## config.mk

```make
export PLATFORM = sky130hd
export DESIGN_NAME = zh_seq_ctrl
export DESIGN_NICKNAME = d
export VERILOG_FILES = /design/src/rtl/zh_pkg.sv /design/src/rtl/zh_stage.sv /design/src/rtl/zh_seq_ctrl.sv
export SDC_FILE = /design/constraint.sdc
export NUM_CORES = 1
export LEC_CHECK = 0
export ABC_CLOCK_PERIOD_IN_PS = 2960
export CAP_MARGIN = 20
export CORE_UTILIZATION = 50
export CTS_CLUSTER_DIAMETER = 150
export DETAILED_ROUTE_END_ITERATION = 8
export GPL_TIMING_DRIVEN = 0
export PLACE_DENSITY_LB_ADDON = 0.05
export SKIP_CTS_REPAIR_TIMING = 1
export SLEW_MARGIN = 40
export SYNTH_ARGS = -nofsm -noshare
export SYNTH_HDL_FRONTEND = slang
export SYNTH_SLANG_ARGS = --single-unit
```

## constraint.sdc

```tcl
create_clock -name clk -period 2.96 [get_ports clk]
set_input_delay 0.888 -clock clk [delete_from_list [all_inputs] [get_ports clk]]
set_output_delay 0.888 -clock clk [all_outputs]
set_load 0.05 [all_outputs]
```

## src/rtl/zh_pkg.sv

```systemverilog
// Shared types and sizing helpers for the Zhegalkin (ANF) transform sequencer.
package zh_pkg;

  localparam int NVARS_MAX = 8;

  typedef enum logic [1:0] {
    IDLE = 2'd0,
    RUN  = 2'd1,
    DONE = 2'd2
  } state_t;

  function automatic int zh_width(input int nvars);
    return 1 << nvars;
  endfunction

  // Stage counter width: enough bits to count 0..nvars-1, never less than one.
  function automatic int zh_sw(input int nvars);
    return (nvars <= 1) ? 1 : $clog2(nvars);
  endfunction

endpackage

```

## src/rtl/zh_stage.sv

```systemverilog
// One butterfly stage of the ANF transform: stage k folds each entry whose
// index has bit k set with its partner that has bit k cleared.
module zh_stage
  import zh_pkg::*;
#(
  parameter  int NVARS = 5,
  localparam int WIDTH = zh_width(NVARS),
  localparam int SW    = zh_sw(NVARS)
) (
  input  logic [WIDTH-1:0] w,
  input  logic [SW-1:0]    k,
  output logic [WIDTH-1:0] w_next
);

  // Each stage index selects a fixed wiring pattern, so the loops unroll into
  // a WIDTH-wide mux in front of a single XOR plane.
  always_comb begin
    w_next = w;
    for (int kk = 0; kk < NVARS; kk++) begin
      if (k == SW'(kk)) begin
        for (int j = 0; j < WIDTH; j++) begin
          if (((j >> kk) & 1) == 1) begin
            w_next[j] = w[j] ^ w[j ^ (1 << kk)];
          end
        end
      end
    end
  end

endmodule

```

## src/rtl/zh_seq_ctrl.sv

```systemverilog
// Multi-cycle ANF transform sequencer: accepts a truth table, applies one
// butterfly stage per enabled cycle, then offers the coefficient vector.
module zh_seq_ctrl
  import zh_pkg::*;
#(
  parameter  int NVARS = 5,
  localparam int WIDTH = zh_width(NVARS),
  localparam int SW    = zh_sw(NVARS)
) (
  input  logic             clk,
  input  logic             reset,
  input  logic             enable,
  input  logic             in_valid,
  output logic             in_ready,
  input  logic [WIDTH-1:0] in_data,
  output logic             out_valid,
  input  logic             out_ready,
  output logic [WIDTH-1:0] out_data,
  output logic             busy,
  output logic [SW-1:0]    stage
);

  // Handshakes: a transfer happens on a rising edge where valid and ready are
  // both high. out_valid/out_data stay stable until out_ready; in_ready in DONE
  // mirrors out_ready so a new table can enter in the same cycle the old
  // result leaves.

  state_t           state_q;
  logic [WIDTH-1:0] data_q;
  logic [SW-1:0]    stage_q;
  logic [WIDTH-1:0] stage_out;

  localparam logic [SW-1:0] LAST_STAGE = SW'(NVARS - 1);

  zh_stage #(.NVARS(NVARS)) u_stage (
    .w      (data_q),
    .k      (stage_q),
    .w_next (stage_out)
  );

  always_ff @(posedge clk) begin
    if (reset) begin
      state_q <= IDLE;
      data_q  <= '0;
      stage_q <= '0;
    end else begin
      case (state_q)
        IDLE: begin
          if (in_valid) begin
            data_q  <= in_data;
            stage_q <= '0;
            state_q <= RUN;
          end
        end
        RUN: begin
          if (enable) begin
            data_q <= stage_out;
            if (stage_q == LAST_STAGE) begin
              stage_q <= '0;
              state_q <= DONE;
            end else begin
              stage_q <= stage_q + 1'b1;
            end
          end
        end
        DONE: begin
          if (out_ready) begin
            if (in_valid) begin
              data_q  <= in_data;
              stage_q <= '0;
              state_q <= RUN;
            end else begin
              state_q <= IDLE;
            end
          end
        end
        default: begin
          state_q <= IDLE;
          stage_q <= '0;
        end
      endcase
    end
  end

  // Output decode straight from the state register; in_ready is forced low
  // while reset is asserted so nothing is accepted during the reset cycle.
  always_comb begin
    in_ready  = 1'b0;
    out_valid = 1'b0;
    busy      = 1'b0;
    out_data  = '0;
    case (state_q)
      IDLE: in_ready = !reset;
      RUN:  busy     = 1'b1;
      DONE: begin
        out_valid = 1'b1;
        out_data  = data_q;
        in_ready  = out_ready && !reset;
      end
      default: ;
    endcase
  end

  assign stage = stage_q;

  a_stage_bound: assert property (@(posedge clk) disable iff (reset)
    stage_q <= LAST_STAGE);

  a_out_stable: assert property (@(posedge clk) disable iff (reset)
    (out_valid && !out_ready) |=> (out_valid && $stable(out_data)));

endmodule

```

---- Word-level counts from Yosys, hierarchy flattened ----
Cells that the tools add are included.
W data, S select, Z words.
cells by class
  reductions and logical operators ........ 40
  $lt $le $gt $ge ......................... 0
  eq/ne operators ......................... 40
  div/mod/pow operators ................... 0
  bitwise logic cells ..................... 81
  multiplexer cells ....................... 50
  add/subtract/negate cells ............... 1
  shifts and indexed selects .............. 0
  multiply operators ...................... 0
operators with widths
  kind                   count
  $mux W32               4
  $reduce_and A4 Y1      32
  $pmux W32 S3           1
  $xor A1 B1 Y1          80
  $mux W2                12
  $ne A4 B2 Y1 const B   6
  $ne A5 B2 Y1 const B   4
  $mux W1                19
  $ne A3 B1 Y1 const B   6
  $mux W16               1
  $mux W4                4
  $mux W8                2
  $ne A4 B1 Y1 const B   4
  $mux W3                4
  $ne A3 B2 Y1 const B   4
  $pmux W3 S3            1
  $ne A2 B1 Y1 const B   4
  $ne A2 B2 Y1 const B   4
  $eq A3 B2 Y1 const B   2
  $ne A6 B2 Y1 const B   1
  $pmux W2 S3            1
  $ne A5 B1 Y1 const B   1
  $add A3 B1 Y3 const B  1
  $eq A3 B1 Y1 const B   1
  13 further kinds       13
storage, ports and cells
  bits in latches ......................... 0
  output and inout bits ................... 38
  memories kept ........................... 0
  logic and storage cells ................. 246
  input port bits ......................... 37
  memory bits (read-only) ................. 0
  register bits ........................... 37
  memory bits (writable) .................. 0

---- Depth between registers and ports, before layout ----
Gate-level depths: netlist (run 1).
  depth in word-level cells ............... 8
  depth in mapped cells ................... 9
  gate-level depth less buffers ........... 7

---- By module ----
Synthesis (run 1) repeated with hierarchy kept, for this count alone.
unflattened totals
  cells, all modules ...................... 374
  area total of the unflattened synthesis .. 3,449.6 sq um
by module, submodules not included
  module       times used  area an instance (sq um)  cells each
  zh_seq_ctrl  1           2,293.4                   227
  zh_stage     1           1,156.1                   147

---- Least setup slack after synthesis (run 1) ----
OpenSTA, ideal clock, no wires.
  kind .................................... input to output
  start ................................... input port reset
  end ..................................... output port in_ready
  stages on the path ...................... 3
  path buffers ............................ 2
  slack ................................... -291 ps
  arrival time ............................ 2,363 ps
  path through ............................ clkbuf_1 > clkbuf_1 > nor3_1
on the way
  word-level cells in the longest chain between the ends .. 3
ends and longest elaborated chain
  what                  line                                  source
  from (decl)           zh_seq_ctrl.sv:11                     input logic reset,
  $logic_not A1 Y1 (*)  zh_seq_ctrl.sv:93, zh_seq_ctrl.sv:98
  $logic_and A1 B1 Y1   zh_seq_ctrl.sv:98                     in_ready = out_ready && !reset;
  $pmux W1 S2 (*)       zh_seq_ctrl.sv:92                     case (state_q)
  to (decl)             zh_seq_ctrl.sv:14                     output logic in_ready,
Every way passes the cells marked *; elsewhere a longest branch is shown, timed or not.

---- Worst setup path in the final report (run 1) ----
Ends and elaborated chain as after synthesis.

==> results.tsv, run 1 <==
metric	value	unit
CTS clk-pin slew, worst paths	0.08	ns
IR Drop Worst-Case VDD	227	uV
Net Count, Synth	497	
DP Area	4080	sq um
Placer Congestion	0.994	
reg-to-reg endpoint	data_q[12]$_SDFFE_PP0P_	
hpwl dp	10.1	mm
Post-Syn Area	3260	sq um
All-Layer GR Usage	42.2	%
most used cell, CP	clkbuf_2	
grt total ovfl	0	
Max transition margin	50.3	%
Non-Filler Cell Area, Final	4040	sq um
Placed Cells	604	
DRT iter0 DRCs	507	
leakage	1.71	nW
crit path cell chain	clkbuf_1, clkbuf_2, nor3_2, clkbuf_2	
Pre-Repair DR Iteration Count	6	
routed wire length	14.3	mm
P per Cell Area	382	nW/um^2
vias	4099	
initial antenna violation count	0	
Async SR Flop Fraction	0	%
clk root buf	clkbuf_8	
hold_sp	data_q[15]$_SDFFE_PP0P_	
Final setup viols	1	
Mapped Cells	455	
Tcrit/Tclk final	100	%
synth cell count leaders	nand2_1, a21oi_1, dfxtp_1	
DR WL met2	6.21	mm
WL met3	1.67	mm
I/O Pins	75	
hold endpoint	data_q[15]$_SDFFE_PP0P_	
CP peak stage delay	0.47	ns
post-synthesis sequential area ratio	22.8	%
core area	6310	sq um
Cell Count, Final, Fillers Out	612	
PortBufs	72	
failing checks	negative setup slack	
Least-Margin Pin Slew	0.746	ns
final clock skew	0.00937	ns
Num CTS Buffers	5	
first-pass GRT wire length	20.6	mm
row count	29	
FF-to-FF setup slack	0.20	ns
Crit. End Element	primary output	
Synth area leaders	dfxtp_1, a21oi_1, mux2i_1, nand2_1, and2_1	
Top Metal Used	met4	
HP Class	flop to flop	
DRC errors left	0	
Synth area leader	dfxtp_1	
largest buffer count on any clock path	2	
CP Class	primary input to primary output	
Worst R2R Path Depth	9	
largest net degree at the start of global routing	12	
most numerous cell in the Yosys netlist	nand2_1	
Initial Util	51.6	%
Design Power	0.00154	W
Distinct cells, synth	57	
nets	576	
crit-path leading delay family	buffers and inverters	
synthesized flop and latch total	37	
share of the synthesized area in the top cell type	22.8	%
RR Startpoint	stage[2]$_SDFFE_PP0P_	
RSZ-0062 raised after global routing	true	
number of synthesized flops with an enable pin	0	
synth warn	0	
Final WS setup	-0.00486	ns
Worst Path Required	2.07	ns
Die W	82.7	um
CTS tree	done	
area grow syn2layout	24.0	%
min Tclk post-route	2.96	ns
Sink Count	37	
fmax	337	MHz
DIE AREA	6840	sq um
vias in the first global route	3660	
H-tree depth	2	
Clock Latency Late Sink	0.31	ns
Slew Viols, Final	0	
Hold Vio Cnt, Final	0	
status	finished with violations	
share of layout cells above drive strength 1	15.0	%
Antenna Nets Post-Route	0	
WL met1	5.76	mm
startpoint types	primary input	
Setup Slack @ Placement	-0.664	ns
Crit-path slowest cell	clkbuf_2	
Via density	6.70	
Die H	82.7	um
max_cap viols	0	
worst path bufs/invs	3	
n_diodes	0	
CP max FO	10	
Worst Path Arrival	2.08	ns
top_reg_cell synth	dfxtp_1	
Syn Area/Cell	7.16	sq um
cell depth of the worst hold path	2	
Avg WL per Cell	23.4	um
[worst reg2reg max path, stage by stage, from the launching register on]
cell and delay (ns):
dfxtp_1 0.37, clkbuf_2 0.24, inv_1 0.23, ha_1 0.33
buf_2 0.35, clkbuf_1 0.52, a21oi_1 0.20, nor3_1 0.16
a21oi_1 0.06, o32ai_1 0.21
[cells by family after synthesis]
kind of cell / Yosys count / share of synthesized area, %
AOI/OAI and AO/OA: 158 / 32.4
and+or+nand+nor: 179 / 27.6
xor gates and xnor gates: 1 / 0.269
adders and majority gates: 5 / 1.92
DFF: 37 / 22.8
buffers and inverters: 48 / 6.53
muxes: 27 / 8.53
[flip-flops by register name (all words and copies together), names as in the netlist]
name,count
stage,3
data_q,32
state_q,2
[cell type report]
cell class / count / area (sq um)
Multi-Input combinational cell: 370 / 2310
Fill cell: 599 / 2280
Sequential cell: 37 / 741
Timing Repair Buffer: 72 / 583
Buffer: 40 / 189
Tap cell: 77 / 96.3
Clock buffer: 6 / 72.6
Inverter: 8 / 30.0
Clock inverter: 2 / 10.0
[worst max path at each step]
| stage | slack [ns] | end | depth (start not counted) | startpoint |
|---|---|---|---|---|
| 6_report | -0.005 | in_ready | 4 | reset |
| 5_1_grt | -0.01 | busy | 5 | state_q[1]$_SDFFE_PP0P_ |
| 4_1_cts | -0.72 | busy | 6 | state_q[0]$_SDFFE_PP0P_ |
| 3_5_place_dp | -0.66 | in_ready | 4 | reset |
| 3_3_place_gp | -0.65 | in_ready | 4 | reset |
| 2_1_floorplan | 0.14 | in_ready | 3 | reset |
[where the power goes]
group,switching [W],leakage [nW],internal [W]
clock network,0.000216,0.0450,0.000164
registers,0.0000833,0.304,0.000543
logic,0.000318,1.36,0.000215
total,0.000618,1.71,0.000922
[metrics by stage]
step | utilization (%) | TNS, ns | hold slack, ns
3_5_place_dp | 64.6 | -9.94 | 0.499
2_1_floorplan | - | 0 | 0.461
6_report | 63.9 | -0.00486 | 0.517
5_1_grt | 63.9 | -0.0484 | 0.549
3_3_place_gp | 64.6 | -8.35 | 0.490
4_1_cts | 65.9 | -19.93 | 0.511
[routing by layer]
metal | GRT usage [%] | vias up
li1 | - | 1830
met1 | 54.2 | 1880
met2 | 65.0 | 336
met3 | 9.34 | 53
met4 | 23.1 | 0
met5 | 0 | -
[cells in the final DEF (no fill, tap or decap), types with 5 or more instances in the layout]
master / count
o22ai_1: 7
inv_1: 7
o31ai_1: 9
buf_2: 19
o21ai_0: 27
a211oi_1: 5
nor2b_1: 7
and2_1: 32
dfxtp_1: 37
clkbuf_1: 12
clkbuf_8: 5
nor3_1: 9
clkdlybuf4s50_1: 37
clkbuf_2: 33
mux2i_1: 21
nand3_1: 8
dlymetal6s2s_1: 5
a21oi_1: 45
o41ai_1: 5
a22oi_1: 8
nand2b_1: 13
nand2_1: 55
mux2_2: 6
a31oi_1: 7
nor2_1: 33
ha_1: 5
(Power assumes the default switching activity.)
==> run 2, diff against run 1 <==
--- a/config.mk
+++ b/config.mk
@@ -7,10 +7,10 @@
 export LEC_CHECK = 0
 export ABC_CLOCK_PERIOD_IN_PS = 2960
 export CAP_MARGIN = 20
+export CORE_MARGIN = 2
 export CORE_UTILIZATION = 50
 export CTS_CLUSTER_DIAMETER = 150
 export DETAILED_ROUTE_END_ITERATION = 8
-export GPL_TIMING_DRIVEN = 0
 export PLACE_DENSITY_LB_ADDON = 0.05
 export SKIP_CTS_REPAIR_TIMING = 1
 export SLEW_MARGIN = 40
==> run 2 against run 1 <==
Design area up 12%; combinational power shrank 6.8%; first-iteration DRC count down 4.3%; maximum frequency rose by 9.2%; the flow now finishes without violations.
==> results.tsv, run 2 (synthesis gave the netlist of run 1 again) <==
metric	value	unit
Multi-input gate area	2320	sq um
Antenna Nets Post-Route	0	
routed wire length	11.0	mm
initial antenna violation count	0	
first-pass GRT wire length	17.8	mm
total negative slack	0	ns
DRT iter0 DRCs	485	
Cell Count, Final, Fillers Out	594	
Worst Path Arrival	1.83	ns
All-Layer GR Usage	30.9	%
CP max FO	2	
Crit-path slowest cell	clkdlybuf4s50_1	
Fill cells	531	
Num CTS Buffers	5	
HP Class	flop to flop	
FF-to-FF setup slack	0.51	ns
final clock skew	0.00167	ns
Max transition margin	43.2	%
Hold Vio Cnt, Final	0	
max reg flops	32	
core area	6310	sq um
fmax	368	MHz
nets	559	
DIE AREA	7170	sq um
largest buffer count on any clock path	2	
area grow syn2layout	39.1	%
commonest non-fill, non-tap cells in the layout	nand2_1, a21oi_1, clkdlybuf4s50_1, dfxtp_1, buf_12	
Tcrit/Tclk final	91.7	%
Crit. End Element	primary output	
Placed Cells	587	
max_cap viols	0	
commonest non-fill, non-tap cell in the layout	nand2_1	
Die W	84.7	um
Most flops, register	data_q	
DRC errors left	0	
IR Drop Worst-Case VDD	250	uV
Via density	6.48	
RSZ-0062 raised after global routing	false	
Hold WS	0.516	ns
vias in the first global route	3530	
Die H	84.7	um
leakage	1.73	nW
Pre-Repair DR Iteration Count	6	
min Tclk post-route	2.71	ns
Avg WL per Cell	18.6	um
share of layout cells above drive strength 1	15.9	%
largest net degree at the start of global routing	39	
startpoint types	primary input	
Sequential Area	741	sq um
vias	3848	
H-tree depth	2	
Clock Latency Late Sink	0.29	ns
CP peak stage delay	0.50	ns
Slew Viols, Final	0	
CP Class	primary input to primary output	
CTS clk-pin slew, worst paths	0.08	ns
Sink Count	37	
I/O Pins	75	
Placer Congestion	0.941	
n_diodes	0	
Worst Path Required	2.07	ns
hpwl dp	7.92	mm
CTS tree	done	
P per Cell Area	331	nW/um^2
clk root buf	clkbuf_8	
Final setup viols	0	
status	finished, final reports clean	
grt total ovfl	0	
Least-Margin Pin Slew	0.852	ns
crit path cell chain	clkdlybuf4s50_1, nor3_2, buf_12	
row count	29	
Initial Util	51.6	%
PortBufs	74	
run 2: worst paths after layout:
kind,to,depth (start not counted),startpoint
setup / recovery,in_ready,3,reset
hold / removal,data_q[15]$_SDFFE_PP0P_,2,data_q[15]$_SDFFE_PP0P_
setup reg to reg,data_q[25]$_SDFFE_PP0P_,8,stage[0]$_SDFFE_PP0P_
hold reg to reg,data_q[15]$_SDFFE_PP0P_,2,data_q[15]$_SDFFE_PP0P_
run 2: metrics by stage:
step	util (%)	total power, W	worst slack (ns)	cell area [sq um]
2_1_floorplan	-	0.000939	0.136	3260
3_3_place_gp	70.4	0.00111	0.249	4440
3_5_place_dp	70.4	0.00112	0.216	4440
4_1_cts	71.7	0.00149	0.237	4530
5_1_grt	71.7	0.00157	0.200	4530
6_report	71.7	0.00150	0.245	4530
run 2: area by class of cell:
type,instances,share of cell area [%]
multi-input cells,370,51.1
well taps,77,2.13
clock buffers,7,1.91
inverters,8,0.663
repair buffers,95,27.8
flip-flops and latches,37,16.4
run 2: worst max-delay path: cells and delay by family:
family | cells | cell delay [ns]
and+or+nand+nor | 1 | 0.26
buffers and inverters | 2 | 0.67
run 2: power by group:
part | switching (W) | internal, W
Combinational | 0.000269 | 0.000228
Sequential | 0.0000844 | 0.000543
Clock | 0.000190 | 0.000185
run 2: routing by layer:
layer	GRT usage, %	routed length, um
met1	42.3	4630
met2	48.8	5030
met3	6.29	1080
met4	10.1	291
met5	0	0
==> run 3, diff against run 2 <==
--- a/config.mk
+++ b/config.mk
@@ -5,10 +5,12 @@
 export SDC_FILE = /design/constraint.sdc
 export NUM_CORES = 1
 export LEC_CHECK = 0
+export ABC_AREA = 1
 export ABC_CLOCK_PERIOD_IN_PS = 2960
 export CAP_MARGIN = 20
 export CORE_MARGIN = 2
 export CORE_UTILIZATION = 50
+export CTS_BUF_LIST = sky130_fd_sc_hd__clkbuf_4
 export CTS_CLUSTER_DIAMETER = 150
 export DETAILED_ROUTE_END_ITERATION = 8
 export PLACE_DENSITY_LB_ADDON = 0.05
==> run 3 against run 2 <==
Design area shrank 4.9%; count of clock-buffer cells in the layout shrank 2; via count grew 2.8%; setup slack lost 0.069 ns; sequential power grew 50%; routed wire length shrank 2.6%; critical endpoint is now out_valid.
==> results.tsv, run 3 <==
metric	value	unit
Initial Util	51.9	%
max reg flops	32	
startpoint types	flop	
largest buffer count on any clock path	2	
Avg WL per Cell	15.5	um
RSZ-0062 raised after global routing	false	
Via density	5.69	
Hold Vio Cnt, Final	0	
Final setup viols	0	
IR Drop Worst-Case VDD	828	uV
crit path cell chain	inv_2, nor2_2, clkdlybuf4s50_1	
core area	5920	sq um
final clock skew	0.0128	ns
P per Cell Area	992	nW/um^2
Net Count, Synth	594	
Worst Path Arrival	1.90	ns
Non-Filler Cell Area, Final	4310	sq um
post-synthesis sequential area ratio	24.1	%
Worst Path Required	2.07	ns
CP max FO	4	
Clock Latency Late Sink	0.36	ns
grt total ovfl	0	
Die W	82.4	um
Synth area leader	dfxtp_1	
synth warn	0	
synthesized flop and latch total	37	
CTS tree	done	
All-Layer GR Usage	33.2	%
largest net degree at the start of global routing	33	
DP Area	4220	sq um
Max transition margin	57.1	%
Pre-Repair DR Iteration Count	5	
area grow syn2layout	40.2	%
nets	661	
leakage	1.86	nW
initial antenna violation count	0	
crit-path leading delay family	buffers and inverters	
commonest non-fill, non-tap cell in the layout	nand2_1	
Sink Count	37	
fmax	359	MHz
DRC errors left	0	
vias in the first global route	3631	
routed wire length	10.7	mm
Async SR Flop Fraction	0	%
Least-Margin Pin Slew	0.643	ns
first-pass GRT wire length	17.1	mm
CP Class	flop to primary output	
Distinct cells, synth	29	
min Tclk post-route	2.78	ns
DIE AREA	6780	sq um
Most flops, register	data_q	
worst path bufs/invs	2	
Placer Congestion	0.939	
share of layout cells above drive strength 1	10.5	%
Crit. End Element	primary output	
hpwl dp	7.97	mm
HP Class	flop to flop	
H-tree depth	2	
top_reg_cell synth	dfxtp_1	
Num CTS Buffers	5	
Antenna Nets Post-Route	0	
synth cell count leaders	nand2_1, nor2_1, inv_1	
Tcrit/Tclk final	94.1	%
commonest non-fill, non-tap cells in the layout	nand2_1, nor2_1, inv_1, o21ai_0, nand3_1	
number of synthesized flops with an enable pin	0	
max_cap viols	0	
CP peak stage delay	0.83	ns
Mapped Cells	552	
most numerous cell in the Yosys netlist	nand2_1	
vias	3955	
Die H	82.4	um
total negative slack	0	ns
n_diodes	0	
I/O Pins	75	
PortBufs	74	
Post-Syn Area	3070	sq um
clk root buf	clkbuf_4	
CTS clk-pin slew, worst paths	0.13	ns
Syn Area/Cell	5.56	sq um
DRT iter0 DRCs	415	
share of the synthesized area in the top cell type	24.1	%
status	finished, final reports clean	
Synth area leaders	dfxtp_1, nand2_1, nor2_1, o21ai_0, nand3_1	
row count	28	
Slew Viols, Final	0	
Crit-path slowest cell	clkdlybuf4s50_1	
run 3: cell count changes after synthesis, sizes merged, moves of 13 or more:
cell    delta
and2      -34
buf       -14
inv       +56
mux2i     -21
nand2     +97
nand2b    -13
nand3     +41
nor2      +51
o21ai     +36
run 3: worst min-delay path, cell delays in order, from the launching register on:
cell	delay, ns
dfxtp_1	0.34
nand2_1	0.06
a21oi_1	0.06
run 3: logic make-up after synthesis:
logic type | synth area share [%]
AO/OA/AOI/OAI | 21.7
XOR/XNOR | 2.00
adder cells (fa/ha/maj) | 2.04
buffers and inverters | 11.6
flip-flops | 24.1
AND/OR/NAND/NOR | 38.5
run 3: metal layers:
layer / vias to the layer above / GRT usage, % / share of wire (%)
li1: 1909 / - / -
met1: 1802 / 41.1 / 40
met2: 203 / 56.0 / 47
met3: 41 / 5.76 / 8.1
met4: 0 / 15.2 / 4.4
met5: - / 0 / 0
run 3: per-stage QoR:
stage	util, %	hold WS (ns)	setup slack [ns]	instances	power, W
6_report	72.7	0.493	0.176	695	0.00427
4_1_cts	72.7	0.494	0.173	695	0.00420
2_1_floorplan	-	0.444	0.0513	552	0.00289
3_5_place_dp	71.3	0.475	0.203	687	0.00382
5_1_grt	72.7	0.516	0.0845	695	0.00464
3_3_place_gp	71.3	0.451	0.220	687	0.00374
run 3: power breakdown:
group / internal, W / leakage, nW / total, W / switching [W]
logic: 0.00101 / 1.51 / 0.00295 / 0.00194
clock network: 0.000179 / 0.0456 / 0.000380 / 0.000201
registers: 0.000710 / 0.306 / 0.000941 / 0.000231
run 3: worst paths after layout:
| check | start | endpoint | slack [ns] | depth (start not counted) |
|---|---|---|---|---|
| max | state_q[1]$_SDFFE_PP0P_ | out_valid | 0.18 | 3 |
| min | data_q[20]$_SDFFE_PP0P_ | data_q[20]$_SDFFE_PP0P_ | 0.49 | 2 |
| max reg2reg | stage[0]$_SDFFE_PP0P_ | data_q[27]$_SDFFE_PP0P_ | 0.68 | 10 |
| min reg2reg | data_q[20]$_SDFFE_PP0P_ | data_q[20]$_SDFFE_PP0P_ | 0.49 | 2 |
run 3: final cells by class:
class                           instances  area (sq um)
Sequential cell                        37           741
Fill cell                             499          1620
Multi-Input combinational cell        427          1980
Inverter                               64           240
Clock inverter                          3          43.8
Clock buffer                            5          37.5
Tap cell                               75          93.8
Timing Repair Buffer                   84          1170
